[src/rtl/sad_result_collector.sv]
// sad_result_collector
//
// Sits behind the block-matching writeback stage. Tracks the running minimum
// SAD across one search window of SEARCH_W x SEARCH_H candidates, derives the
// (x, y) window position of the best match, and holds a registered result for
// the host until it is taken with a valid/ready handshake.
//
// Ports:
//   clk, rst                 clock (rising edge), async active-high reset
//   start                    one-cycle pulse in IDLE, arms a new window
//   wb_valid/wb_sad/wb_addr  candidate stream from writeback
//   res_ready                host accepts the result
//   busy                     high while collecting
//   res_valid                result registers hold a finished window
//   min_sad/min_addr         best SAD of the window and its address
//   min_x/min_y              column/row of the best candidate
//   cand_count               candidates accepted in the current/last window
//   overrun                  sticky: candidate seen while not collecting
//
// state   | meaning
// --------+--------------------------------------------------------
// IDLE    | waiting for start; candidates here flag overrun
// COLLECT | accepting candidates, tracking the running minimum
// REPORT  | result held with res_valid until res_ready

module sad_result_collector #(
    parameter int SEARCH_W = 61,
    parameter int SEARCH_H = 61,
    parameter int DATA_W   = 32
) (
    input  logic              clk,
    input  logic              rst,
    input  logic              start,
    input  logic              wb_valid,
    input  logic [DATA_W-1:0] wb_sad,
    input  logic [DATA_W-1:0] wb_addr,
    input  logic              res_ready,
    output logic              busy,
    output logic              res_valid,
    output logic [DATA_W-1:0] min_sad,
    output logic [DATA_W-1:0] min_addr,
    output logic [DATA_W-1:0] min_x,
    output logic [DATA_W-1:0] min_y,
    output logic [DATA_W-1:0] cand_count,
    output logic              overrun
);

    typedef enum logic [1:0] {
        IDLE    = 2'd0,
        COLLECT = 2'd1,
        REPORT  = 2'd2
    } state_t;

    localparam logic [DATA_W-1:0] X_LAST = DATA_W'(SEARCH_W - 1);
    localparam logic [DATA_W-1:0] Y_LAST = DATA_W'(SEARCH_H - 1);

    state_t            state;
    logic [DATA_W-1:0] best_sad;
    logic [DATA_W-1:0] best_addr;
    logic [DATA_W-1:0] best_x;
    logic [DATA_W-1:0] best_y;
    logic [DATA_W-1:0] x;
    logic [DATA_W-1:0] y;
    logic [DATA_W-1:0] count;

    // The first candidate is always taken so an all-ones window still reports
    // candidate 0 rather than an undefined address.
    logic take_cand;
    logic last_cand;

    assign take_cand = (count == '0) || (wb_sad < best_sad);
    assign last_cand = (x == X_LAST) && (y == Y_LAST);

    always_ff @(posedge clk or posedge rst) begin
        if (rst) begin
            state      <= IDLE;
            best_sad   <= '1;
            best_addr  <= '0;
            best_x     <= '0;
            best_y     <= '0;
            x          <= '0;
            y          <= '0;
            count      <= '0;
            busy       <= 1'b0;
            res_valid  <= 1'b0;
            min_sad    <= '0;
            min_addr   <= '0;
            min_x      <= '0;
            min_y      <= '0;
            cand_count <= '0;
            overrun    <= 1'b0;
        end else begin
            case (state)
                IDLE: begin
                    if (start) begin
                        state      <= COLLECT;
                        busy       <= 1'b1;
                        best_sad   <= '1;
                        best_addr  <= '0;
                        best_x     <= '0;
                        best_y     <= '0;
                        x          <= '0;
                        y          <= '0;
                        count      <= '0;
                        cand_count <= '0;
                        overrun    <= 1'b0;
                    end
                    // A stray candidate on the start edge is still a violation.
                    if (wb_valid) begin
                        overrun <= 1'b1;
                    end
                end

                COLLECT: begin
                    if (wb_valid) begin
                        if (take_cand) begin
                            best_sad  <= wb_sad;
                            best_addr <= wb_addr;
                            best_x    <= x;
                            best_y    <= y;
                        end
                        count      <= count + 1'b1;
                        cand_count <= count + 1'b1;
                        if (x == X_LAST) begin
                            x <= '0;
                            y <= y + 1'b1;
                        end else begin
                            x <= x + 1'b1;
                        end
                        // The final candidate participates in the compare, so
                        // the snapshot picks between it and the running best.
                        if (last_cand) begin
                            state     <= REPORT;
                            busy      <= 1'b0;
                            res_valid <= 1'b1;
                            min_sad   <= take_cand ? wb_sad  : best_sad;
                            min_addr  <= take_cand ? wb_addr : best_addr;
                            min_x     <= take_cand ? x       : best_x;
                            min_y     <= take_cand ? y       : best_y;
                        end
                    end
                end

                REPORT: begin
                    if (wb_valid) begin
                        overrun <= 1'b1;
                    end
                    if (res_ready) begin
                        state     <= IDLE;
                        res_valid <= 1'b0;
                    end
                end

                default: begin
                    state     <= IDLE;
                    busy      <= 1'b0;
                    res_valid <= 1'b0;
                end
            endcase
        end
    end

endmodule

[config.mk]
export PLATFORM = sky130hd
export DESIGN_NAME = sad_result_collector
export DESIGN_NICKNAME = d
export VERILOG_FILES = /design/src/rtl/sad_result_collector.sv
export SDC_FILE = /design/constraint.sdc
export NUM_CORES = 1
export LEC_CHECK = 0
export ABC_AREA = 1
export BUFFER_PORTS_ARGS = -buffer_cell sky130_fd_sc_hd__buf_4
export CAP_MARGIN = 15
export CORE_MARGIN = 2
export CORE_UTILIZATION = 25
export CTS_CLUSTER_SIZE = 25
export DETAILED_ROUTE_END_ITERATION = 8
export PLACE_DENSITY = 0.39
export SETUP_SLACK_MARGIN = 0.15
export SKIP_CTS_REPAIR_TIMING = 1
export SLEW_MARGIN = 20
export SYNTH_ARGS = -nofsm -noshare
export SYNTH_HDL_FRONTEND = slang
export SYNTH_SLANG_ARGS = --single-unit
[constraint.sdc]
create_clock -name clk -period 20.1 [get_ports clk]
set_input_delay 2.01 -clock clk [delete_from_list [all_inputs] [get_ports clk]]
set_output_delay 2.01 -clock clk [all_outputs]
set_load 0.02 [all_outputs]
; ---- Yosys cells after proc, flatten, opt, wreduce, memory -nomap -nowiden
; Cells that the tools add are included.
; Widths: inputs -> output; s select.
[word_totals]
ff_bits = 357
input_bits = 69
[classes]
addsub = 3
magnitude_cmp = 1
eq_ne = 11
muxes = 39
bitwise = 2
reduce_logical = 13
[ops]
columns = op, count
row1 = $mux 32, 15
row2 = $pmux 32 s2, 7
row3 = $add 32x1->32 const B, 3
row4 = $eq 32x6->1 const B, 2
row5 = $logic_not 32->1, 1
row6 = $lt 32x32->1, 1
row7 = $reduce_and 4->1, 4
row8 = $ne 2x2->1 const B, 6
row9 = $mux 1, 9
row10 = $reduce_and 3->1, 3
row11 = $mux 2, 4
row12 = $pmux 1 s3, 2
row13 = $pmux 2 s3, 1
row14 = $reduce_bool 2->1, 2
row15 = $ne 3x3->1 const B, 1
row16 = $eq 2x1->1 const B, 1
row17 = $eq 2x2->1 const B, 1
row18 = $logic_not 2->1, 1
row19 = $not 1->1, 2
row20 = $pmux 1 s2, 1
row21 = $logic_and 1x1->1, 1
row22 = $logic_or 1x1->1, 1

; ---- Logic depth before layout (Yosys ltp)
[logic_depth]
depth_word = 5
ltp_mapped = 18
depth_no_buf = 17

; ---- Worst setup path before layout
; No wires, ideal clock.
[synth_timing]
path_kind = input to register
start = in wb_sad[11]
end = reg best_y[11]
t_arrival_ns = 3.519
required_time_ns = 19.967
setup_slack_ns = 16.448
path_stages = 14
cell_sequence = ha_1 > nand2_1 > inv_1 > nand2_1 > a31oi_1 > nor2_1 > nand2_1 > nand2_1 > nand2_1 > buf_2 > clkbuf_1 > nand3_1 > nand3_1 > o21ai_0
[synth_between]
elab_chain_len = 5
[synth_rtl]
columns = element, line
row1 = from (decl), 35  ; input logic [DATA_W-1:0] wb_sad,
row2 = $lt 32x32->1, 71  ; assign take_cand = (count == '0) || (wb_sad < best_sad);
row3 = $logic_or 1x1->1, 71
row4 = $mux 32 (2 in a row), n/a
row5 = $pmux 32 s2, n/a
row6 = to (signal assigned), 120  ; best_y <= y;
row7 = to (decl), 61  ; logic [DATA_W-1:0] best_y;
; Every way passes these cells. The select of a mux whose other input is x is not followed.
; A chain may end at the register's enable or synchronous reset.

; ---- Worst setup path after layout
[layout_timing]
start = in start
end = reg y[29]
[layout_between]
elab_chain_len = 2
[layout_rtl]
columns = element, line
row1 = from (decl), 33  ; input logic start,
row2 = $ne 2x2->1 (no source line), n/a
row3 = $reduce_and 4->1 (no source line), n/a
row4 = to (signal assigned), 126  ; y <= y + 1'b1;
row5 = to (decl), 63  ; logic [DATA_W-1:0] y;
; Every way passes these cells.

==> key figures <==
Min path
  – Hold path endpoint: min_addr[7]
  – Hold Crit Class: register to register
  – Worst Hold Launch: min_addr[7]
  – Hold Path Depth: 2

Worst setup path
  – R2R depth: 9
  – Critical Setup Path Class: input port to register
  – Worst Path Required: 20.54 ns
  – Flop2flop setup slack: 15.64 ns
  – Critical path capture point type: register
  – Worst-path maximum fanout: 76
  – Worst r2r src: state[1]
  – Critical Path Source Type: input port
  – R2r endpoint: y[29]
  – Crit path DAT: 5.86 ns

Power and ir drop
  – Sw Share: 0.3643
  – VDD IR max: 0.07608 mV
  – Share of power burned in registers: 0.367
  – P_sw: 0.0009272 W
  – Pint: 0.001618 W
  – P_leak: 11.92 nW
  – Comb pwr share: 0.294
  – PwrDens: 108.5 mW/mm²
  – Clock power frac: 0.339

Global routing
  – First-pass GRT wire length: 103900 µm
  – GRT Max-Usage Layer: met2
  – GR met3 Demand/Resource: 0.03461
  – Met1 usage: 0.2279
  – Initial antenna violation count: 2
  – GRT met2 Usage: 0.2657
  – Vias in the first global route: 17630
  – All-Layer GR Usage: 0.1658
  – Remaining Overflow, GRT: 0
  – Largest net degree at the start of global routing: 146

Synth
  – Synth Flop Type: dfrtp_1
  – Syn nets: 2685
  – Cell Area, Synth: 0.01933 mm²
  – Distinct cell type count after synthesis: 43
  – #FFs+latches synth: 357
  – Number of enable flip-flop cells after synthesis: 0
  – Mapped Cells: 2579
  – Share of flip-flops with an asynchronous set or reset: 1.000
  – Sequential element share of the synthesized area: 0.4641
  – Synth Warn #: 0
  – Average cell area after synthesis: 7.497 µm²

Timing
  – Relative slew slack: 0.2640
  – Setup Skew: 0.01446 ns
  – Total negative slack: 0 ns
  – Setup-failing EPs final: 0
  – Period utilisation layout: 0.2696
  – RSZ-0062 raised after global routing: no
  – Minimum clock period: 5.419 ns
  – Maximum clock frequency: 184.6 MHz
  – Max Slew Vio Count: 0
  – Final Hold Viols: 0
  – Worst slew pin tran: 1.104 ns
  – Hold_ws: 0.4797 ns

Cells and area
  – Diode count: 0
  – Final Core Density: 0.3078
  – Fill cells: 8223
  – Synth-to-Final Area Change: 21.30%
  – Final net count: 2847
  – Final Cell Area: 0.02345 mm²
  – Commonest non-fill, non-tap cells in the layout: 650 x nand2_1, 463 x nand3_1, 330 x inv_1
  – Share of cells above drive strength 1: 0.1421
  – Most common cell after layout, fill and taps aside: nand2_1

CTS
  – Clock Tree Root: clkbuf_16
  – Reg clk slew, reported paths: 0.06 ns
  – Clock tree buffer depth: 3
  – H-Tree Depth: 2
  – Num CTS Buffers: 47
  – Worst-Skew Late Latency: 0.58 ns
  – Clk sinks: 357
  – CTS tree: yes

Drt
  – Drt pass-1 iters: 5
  – Initial DRC count: 1128
  – Overall routed net length: 65980 µm
  – WL per Instance: 17.32 µm
  – Antenna viol nets, final: 0
  – Vias per cell: 4.641
  – DRC viols: 0
  – Via Count: 17680

Die
  – I/O pins: 232
  – Starting Density: 0.2537
  – Rows: 101
  – DIE WIDTH: 282.1 µm
  – Overall die height: 282.1 µm
  – Die ar.: 0.07957 mm²
  – Core region area: 0.07620 mm²

Placed design
  – Dpl cell area: 0.02188 mm²
  – Dpl hpwl: 43700 µm
  – PortBufs: 231
  – GPL Wtd Cong: 0.8425

Job
  – Max-cap violations: 0

Status
  – Status: completed
==> layer usage <==
layer | vias to the layer above | part of all wire
li1 | 8731 | -
met1 | 8422 | 0.48
met2 | 433 | 0.45
met3 | 86 | 0.058
met4 | 4 | 0.018
met5 | - | 0.00045
==> kinds of logic after synthesis <==
kind of cell | count (synthesis) | synth area share
AND/OR/NAND/NOR | 1443 | 0.3344
flip-flops | 357 | 0.4641
adder cells (fa/ha/maj) | 37 | 0.02394
buffers and inverters | 473 | 0.09986
XOR/XNOR | 26 | 0.01178
AO/OA/AOI/OAI | 243 | 0.06588
==> sequential cells by signal, summed over array words and instances, names as in the netlist <==
signal	flops
best_addr	32
best_sad	32
best_x	32
best_y	32
busy	1
count	32
min_addr	32
min_sad	32
min_x	32
min_y	32
overrun	1
res_valid	1
state	2
x	32
y	32
==> worst max path at each step <==
stage	from	endpoint	slack, ns	depth (start not counted)
after floorplan	rst	best_addr[0]	8.24	1
after global placement	start	y[25]	14.12	9
after detailed placement	start	y[29]	14.01	9
after CTS	start	y[29]	14.64	9
after global routing	start	y[2]	14.38	9
final	start	y[29]	14.68	9
==> power by group through the flow <==
stage	clock network (W)	logic, W	registers (W)
after floorplan	0	0.000572	0.000937
after CTS	0.000898	0.000764	0.000935
final	0.000862	0.000749	0.000934
after global routing	0.000927	0.000877	0.000951
after detailed placement	0	0.000760	0.000947
after global placement	0	0.000742	0.000944
==> worst max-delay path, cell delays in order <==
cell and delay (ns):
buf_4 0.12, nand3_2 0.70, nand2_4 0.81, buf_4 0.64, buf_4 0.72, o21ai_2 0.29, buf_4 0.33, nand2_1 0.08
o21ai_0 0.08
==> cells in the mapped netlist, drive strengths merged (3+ instances only) <==
library cell  count  area, µm²
a211oi            4      30.03
a21oi            49      245.2
a31oi             3      18.77
buf              79      451.7
clkbuf           53      198.9
dfrtp           325       8133
dfstp            32      840.8
ha               37      462.9
inv             339       1272
nand2           658       2482
nand3           465       2327
nand4            56      362.8
nor2            143      571.8
nor3             72      380.4
nor4             35      249.0
o21ai           173      869.6
o31ai             7      52.55
or2               8      50.05
xnor2             4      35.03
xor2             22      192.7
==> through the flow <==
step	cells	total power (W)	worst slack, ns
after CTS	3809	0.002596	14.64
after global routing	3809	0.002755	14.38
after detailed placement	3722	0.001707	14.01
after floorplan	2579	0.001509	8.238
after global placement	3722	0.001686	14.12
final	3809	0.002546	14.68
==> layout make-up <==
class / count / area (µm²) / area share
multi-input cells: 1749 / 8474 / 0.3613
inverters: 341 / 1290 / 0.05500
well taps: 1030 / 1289 / 0.05495
repair buffers: 245 / 1852 / 0.07896
clock buffers: 77 / 1471 / 0.06274
clock inverters: 10 / 102.6 / 0.004375
flip-flops and latches: 357 / 8974 / 0.3826
Power figures use the tool's default switching activity.
